### config.mk
export PLATFORM = sky130hd
export DESIGN_NAME = decodificador_instrucao
export DESIGN_NICKNAME = d
export VERILOG_FILES = /design/src/rtl/decodificador_instrucao_pkg.sv /design/src/rtl/decodificador_opcode.sv /design/src/rtl/decodificador_instrucao.sv
export SDC_FILE = /design/constraint.sdc
export NUM_CORES = 1
export LEC_CHECK = 0
export BUFFER_PORTS_ARGS = -buffer_cell sky130_fd_sc_hd__buf_2
export CAP_MARGIN = 20
export CORE_MARGIN = 1
export CORE_UTILIZATION = 40
export CTS_BUF_LIST = sky130_fd_sc_hd__clkbuf_4 sky130_fd_sc_hd__clkbuf_8 sky130_fd_sc_hd__clkbuf_16
export DETAILED_ROUTE_END_ITERATION = 7
export PLACE_DENSITY = 0.83
export SYNTH_ARGS = -nofsm -noshare
export SYNTH_HDL_FRONTEND = slang
export SYNTH_SLANG_ARGS = --single-unit
### constraint.sdc
create_clock -name clk -period 3.6 [get_ports clk]
set_input_delay 0.36 -clock clk [delete_from_list [all_inputs] [get_ports clk]]
set_output_delay 0.36 -clock clk [all_outputs]
set_load 0.02 [all_outputs]
### src/rtl/decodificador_instrucao_pkg.sv
// Shared opcode, addressing-mode and run-state encodings for the instruction decoder.
// Imported by the decoder, the control unit and the assembler tests.
package decodificador_instrucao_pkg;

    localparam logic [3:0] OP_NOP = 4'h0;
    localparam logic [3:0] OP_STA = 4'h1;
    localparam logic [3:0] OP_LDA = 4'h2;
    localparam logic [3:0] OP_ADD = 4'h3;
    localparam logic [3:0] OP_SUB = 4'h4;
    localparam logic [3:0] OP_AND = 4'h5;
    localparam logic [3:0] OP_OR  = 4'h6;
    localparam logic [3:0] OP_NOT = 4'h7;
    localparam logic [3:0] OP_J   = 4'h8;
    localparam logic [3:0] OP_JN  = 4'h9;
    localparam logic [3:0] OP_JZ  = 4'hA;
    localparam logic [3:0] OP_IN  = 4'hB;
    localparam logic [3:0] OP_OUT = 4'hC;
    localparam logic [3:0] OP_SHR = 4'hD;
    localparam logic [3:0] OP_SHL = 4'hE;
    localparam logic [3:0] OP_HLT = 4'hF;

    localparam logic [1:0] MODE_DIR = 2'b00;
    localparam logic [1:0] MODE_IND = 2'b01;
    localparam logic [1:0] MODE_IM  = 2'b10;
    localparam logic [1:0] MODE_SOP = 2'b11;

    typedef enum logic [1:0] {
        ST_HALT = 2'b00,
        ST_RUN  = 2'b01,
        ST_TRAP = 2'b10
    } state_t;

endpackage

### src/rtl/decodificador_opcode.sv
// One-hot opcode/mode decode and legality check of an instruction word.
// Latency: purely combinational. Backpressure: none, no handshake.
module decodificador_opcode
    import decodificador_instrucao_pkg::*;
(
    input  logic [3:0]  opcode,
    input  logic [1:0]  mode,
    output logic [15:0] opHot,
    output logic [3:0]  modeHot,
    output logic        illegal
);

    logic sopOnly;

    always_comb begin
        opHot           = '0;
        opHot[opcode]   = 1'b1;
        modeHot         = '0;
        modeHot[mode]   = 1'b1;
    end

    // Operand-less instructions must use SOP; every other instruction must not.
    always_comb begin
        sopOnly = (opcode == OP_NOP) || (opcode == OP_NOT) || (opcode == OP_SHR) ||
                  (opcode == OP_SHL) || (opcode == OP_HLT);
        illegal = sopOnly != (mode == MODE_SOP);
    end

endmodule

### src/rtl/decodificador_instrucao.sv
// Instruction register, N/Z flags and RUN/HALT/TRAP sequencing ahead of the control unit.
// Latency: strobes valid the cycle after writeRI; run drops the cycle after the T3 edge.
// Backpressure: run is the processor clock-enable; RI and flag writes are ignored while stopped.
module decodificador_instrucao
    import decodificador_instrucao_pkg::*;
#(
    parameter int WIDTH   = 8,
    parameter int OPC_MSB = 7
) (
    input  logic             clk,
    input  logic             rst_n,
    input  logic [WIDTH-1:0] rdm,
    input  logic             writeRI,
    input  logic [WIDTH-1:0] ula_res,
    input  logic             writeN,
    input  logic             writeZ,
    input  logic             T3,
    input  logic             start,
    output logic             sNOP,
    output logic             sSTA,
    output logic             sLDA,
    output logic             sADD,
    output logic             sSUB,
    output logic             sAND,
    output logic             sOR,
    output logic             sNOT,
    output logic             sJ,
    output logic             sJN,
    output logic             sJZ,
    output logic             sIN,
    output logic             sOUT,
    output logic             sSHR,
    output logic             sSHL,
    output logic             sHLT,
    output logic             sDIR,
    output logic             sIND,
    output logic             sIM,
    output logic             sSOP,
    output logic             sN,
    output logic             sZ,
    output logic             run,
    output logic             illegal,
    output logic [WIDTH-1:0] ri
);

    logic [WIDTH-1:0] riReg;
    logic             flagN;
    logic             flagZ;
    state_t           state;
    state_t           nextState;
    logic [15:0]      opHot;
    logic [3:0]       modeHot;
    logic             instIllegal;

    decodificador_opcode uDecode (
        .opcode  (riReg[OPC_MSB -: 4]),
        .mode    (riReg[1:0]),
        .opHot   (opHot),
        .modeHot (modeHot),
        .illegal (instIllegal)
    );

    always_ff @(posedge clk or negedge rst_n) begin
        if (!rst_n) begin
            state <= ST_HALT;
            riReg <= '0;
            flagN <= 1'b0;
            flagZ <= 1'b0;
        end else begin
            state <= nextState;
            if (run && writeRI) riReg <= rdm;
            if (run && writeN)  flagN <= ula_res[WIDTH-1];
            if (run && writeZ)  flagZ <= (ula_res == '0);
        end
    end

    // Decision uses the RI value present before this edge, even if writeRI reloads it.
    always_comb begin
        nextState = state;
        case (state)
            ST_HALT: if (start) nextState = ST_RUN;
            ST_RUN: begin
                if (T3) begin
                    if (instIllegal)      nextState = ST_TRAP;
                    else if (opHot[OP_HLT]) nextState = ST_HALT;
                end
            end
            ST_TRAP: if (start) nextState = ST_RUN;
            default: nextState = ST_HALT;
        endcase
    end

    assign run     = (state == ST_RUN);
    assign illegal = (state == ST_TRAP);
    assign ri      = riReg;
    assign sN      = flagN;
    assign sZ      = flagZ;

    assign sNOP = opHot[OP_NOP];
    assign sSTA = opHot[OP_STA];
    assign sLDA = opHot[OP_LDA];
    assign sADD = opHot[OP_ADD];
    assign sSUB = opHot[OP_SUB];
    assign sAND = opHot[OP_AND];
    assign sOR  = opHot[OP_OR];
    assign sNOT = opHot[OP_NOT];
    assign sJ   = opHot[OP_J];
    assign sJN  = opHot[OP_JN];
    assign sJZ  = opHot[OP_JZ];
    assign sIN  = opHot[OP_IN];
    assign sOUT = opHot[OP_OUT];
    assign sSHR = opHot[OP_SHR];
    assign sSHL = opHot[OP_SHL];
    assign sHLT = opHot[OP_HLT];

    assign sDIR = modeHot[MODE_DIR];
    assign sIND = modeHot[MODE_IND];
    assign sIM  = modeHot[MODE_IM];
    assign sSOP = modeHot[MODE_SOP];

endmodule

Word level (Yosys, flattened, before mapping)
Cells that the tools add are included.

Register bits after elaboration: 12. Input bits: 23. Output and inout bits: 32. Logic and storage cells: 42.

Order comparisons: 4. Eq/ne operators: 11. Multiplexer cells: 9. Reduce and logical (&&, ||, !) cells: 14.

Operator list (count): $eq A4 B4 Y1 const B (3); $logic_not A8 Y1 (1); $mux W2 (4); $logic_and A1 B1 Y1 (5); $lt A4 B5 Y1 const B (1); $demux W1 S4 (1); $eq A2 B2 Y1 const B (2); $eq A4 B3 Y1 const B (1); $ge A4 B1 Y1 const B (1); $logic_not A4 Y1 (1); $logic_or A1 B1 Y1 (4); $pmux W2 S2 (1); $lt A2 B3 Y1 const B (1); $ne A3 B1 Y1 const B (1); $reduce_and A3 Y1 (1); $demux W1 S2 (1); $eq A2 B1 Y1 const B (1); $ge A2 B1 Y1 const B (1); $logic_not A2 Y1 (1); $mux W1 (2); $ne A2 B1 Y1 const B (1); $ne A2 B2 Y1 const B (1); $reduce_or A2 Y1 (1); $ne A1 B1 Y1 (1).

Logic depth before layout (Yosys ltp)
Depth in word-level cells: 9. Depth in mapped cells: 5. Mapped depth without buffers: 4.

Modules after synthesis
From an unflattened synthesis, not the netlist that was laid out.

Cell total of the unflattened synthesis: 66. Area total of the unflattened synthesis: 734.5 um2.

Modules (own cells, without submodules): decodificador_instrucao (times used 1, cells an instance 35, area an instance 548.0 um2, seq. area each 300.3 um2); decodificador_opcode (times used 1, cells an instance 31, area an instance 186.4 um2, seq. area each 0.0 um2).

Least setup slack after synthesis
No wires, ideal clock.

Path kind: register to output. From: register riReg[5] (netlist: ri[5]). To: output port sLDA. Arrival: 1417 ps. Data required time: 3240 ps. Slack: 1823 ps. Cell stages (with the launch flop): 4. Buffers on the path: 1. Cells stage by stage: dfrtp_1 -> buf_8 -> or2b_2 -> nor3_1.

Cells in the longest elaborated chain, start to end: 4. Elaborated cells on any way between the ends: 5. Classes of those cells: order compare: 2; mux: 2; reduce/logical: 1.

Ends and longest elaborated chain: from (decl) (RTL line decodificador_instrucao.sv:46) `logic [WIDTH-1:0] riReg;`; from (signal assigned) (RTL line decodificador_instrucao.sv:71) `if (run && writeRI) riReg <= rdm;`; $lt A4 B5 Y1 (not written as such) / $ge A4 B1 Y1 (equally long branches) (RTL line decodificador_opcode.sv:17) `opHot[opcode] = 1'b1;`; $logic_and A1 B1 Y1 (not written as such) (RTL line decodificador_opcode.sv:17); $mux W1 (not written as such) (RTL line decodificador_opcode.sv:17); $demux W1 S4 (*); to (decl) (RTL line decodificador_instrucao.sv:21) `output logic sLDA,`.

Mark *: on every way between the ends. The rest lies on a longest branch, timed or not.

Worst setup path after layout
Ends and elaborated chain as after synthesis.

==> flow_metrics.tcl <==
set metrics [dict create \
    yosys.area.top_type_share_pct 41.5 \
    multi_input_area_um2 370 \
    h-tree-depth 1 \
    required_ns 3.24 \
    reg2reg_from "ri[4]$_DFFE_PN0P_" \
    ios 55 \
    end_kind "output pin" \
    min_from "rdm[6]" \
    cts_tree "done" \
    placed_area_um2 983 \
    drc 0 \
    track_usage_pct 19.5 \
    synth_edf_count 0 \
    drtIter0Drc 27 \
    fin_crit_sh_pct 53.0 \
    first_pass_iters 6 \
    synth_seq_cells 12 \
    grt_pass1_wl_um 2760 \
    outcome "finished, final reports clean" \
    die-area_um2 1980 \
    rsz0062_at_grt "no" \
    ys.flop_type "dfrtp_1" \
    grt_pass1_vias 622 \
    die_x_um 44.5 \
    ys_seq_area_share_pct 41.5 \
    start_util_pct 42.3 \
    rows 15 \
    cp_max_fo 11 \
    cts_buffer_depth 2 \
    root_buffer "clkbuf_4" \
    postSynthCellCount 76 \
    worstSetupStartpointType "flop" \
    synthTopCellsByCount "dfrtp_1 (12), nor2_1 (10), mux2_2 (9)" \
    cp_slowest_cell "dfrtp_1" \
    final_area_um2 1030 \
    vias 781 \
    clock_latency_ns 0.27 \
    fmax_ghz 0.524 \
    gp_congestion 0.759 \
    die_h_um 44.5 \
    p_leak_nw 0.546 \
    dp_cells 150 \
    ff_latch_area_um2 300 \
    antenna_found_initial 0 \
    syn_nets 99 \
    yosysTopAreaCell "dfrtp_1" \
    fill_cells 146 \
    post_drt_wl_per_cell_um 12.1 \
    crit_arrival_ns 1.55 \
    yosys_warnings 0 \
    drv_slew 0 \
    synth_area_um2 723 \
    skew_ns 0.00917 \
    ys_top_cells_by_area "dfrtp_1 (42%), mux2_2 (14%), nor3_1 (5.5%)" \
    cts.sinks 12 \
    r2r_slack_ns 2.01 \
    portBuffers 54 \
    totalNegativeSetupSlack_ns 0 \
    r2r_cells 4 \
    drive_above_1_share_pct 54.6 \
    final_antenna_net_count 0 \
    path_clk_slew_ns 0.08 \
    routed_wl_um 1870 \
    overflow 0 \
    path_class "flop to output pin" \
    post-route-min-period_ns 1.91 \
    drt-vias-per-instance 5.04 \
    hold_depth 2 \
    slew_headroom_pct 73.6 \
    synth.most_common_cell "dfrtp_1" \
    cp_slowest_stage_delay_ns 0.56 \
    worst_pin_slew_ns 0.386 \
    syn_to_final_growth_pct 42.4 \
    cts_resized 0 \
    power.total_mw 1.02 \
    finalNonFillerCells 155 \
    nNetsFinal 154 \
    synth.avg_cell_area_um2 9.52 \
    grt_max_degree 13 \
    hold_violations 0 \
    critPathCapture "sLDA" \
    place_hpwl_um 1450 \
    whs_ns 0.314 \
    rr_endpoint "state[0]$_DFFE_PN0P_" \
    ir_drop_uv 547 \
    numCtsBuffers 3 \
    n_antenna_cell 0 \
    synthArstFlopShare_pct 100 \
    crit_start "ri[5]$_DFFE_PN0P_" \
    cap_violations 0 \
    synth_cell_types 23 \
    worstHoldPathType "input port to flop" \
    critical_path.cell_chain "or2b_2 > nor3_1 > buf_2" \
    setup_violations 0 \
    power_density_nw_per_um2 988 \
    coreArea_um2 1710 \
]
[cell usage in the layout, fill, tap and decap left out]
cell,instances
buf_2,54
inv_1,3
or2b_2,1
nor3_1,8
maj3_2,1
a32o_1,1
clkbuf_4,3
a31oi_1,1
dlygate4sd3_1,1
mux2_2,9
nor2b_1,4
o21ai_0,2
a21oi_2,1
nor2_1,10
nand2_1,8
xnor2_1,1
or2b_1,1
a2111oi_0,1
nand2b_1,2
dfrtp_1,12
nor4_4,1
clkbuf_8,1
nor4_1,2
a21oi_1,2
[power by group]
group	internal (mW)	leakage, nW	switching, mW
Sequential	0.198	0.145	0.111
Clock	0.0615	0.0210	0.0456
Combinational	0.239	0.380	0.362
Total	0.498	0.546	0.519
[per-stage QoR]
step	util, %	setup slack, ns
finish	60.3	1.69
global route	60.3	1.61
CTS	60.3	1.70
detailed placement	57.6	2.00
global placement	57.6	2.06
floorplan	-	1.82
[per-layer routing]
layer | track usage, % | vias up | part of all wire (%)
li1 | - | 367 | -
met1 | 22.8 | 376 | 36
met2 | 32.1 | 34 | 57
met3 | 7.76 | 4 | 5.9
met4 | 7.27 | 0 | 0.80
met5 | 0 | - | 0
[area by class of cell]
type / instances / area share [%]
Clock buffer: 4 / 3.52
Inverter: 3 / 1.09
Multi-Input combinational cell: 56 / 36.0
Sequential cell: 12 / 29.2
Tap cell: 25 / 3.04
Timing Repair Buffer: 55 / 27.2
[cells by family after synthesis]
kind of cell,count (synthesis),share of synthesized area [%]
xor+xnor,1,1.21
compound gates,8,7.44
simple gates,37,27.0
mux,9,14.0
fa+ha+maj,1,1.56
buf+inv,8,7.26
flops,12,41.5
[state kept, by name, summed over array words and instances, names as in the netlist]
register  flops
ri            8
state         2
sN            1
sZ            1
[worst min-delay path by stage]
stage	end	slack (ns)
2_1_floorplan	ri[0]$_DFFE_PN0P_	0.06
3_3_place_gp	ri[1]$_DFFE_PN0P_	0.25
3_5_place_dp	ri[3]$_DFFE_PN0P_	0.25
4_1_cts	ri[6]$_DFFE_PN0P_	0.31
5_1_grt	ri[3]$_DFFE_PN0P_	0.30
6_report	ri[6]$_DFFE_PN0P_	0.31
[what timing repair did]
item	4_1_cts	5_1_grt
buffers inserted	0	0
endpoints found under the hold margin	12	0
setup endpoints to repair	0	0
hold buffers	1	0
[worst max-delay path, delay by kind of cell (launching register included)]
family	cells	cell delay [ns]
flops	1	0.56
simple gates	2	0.53
buf+inv	1	0.20
(Power assumes the default switching activity.)
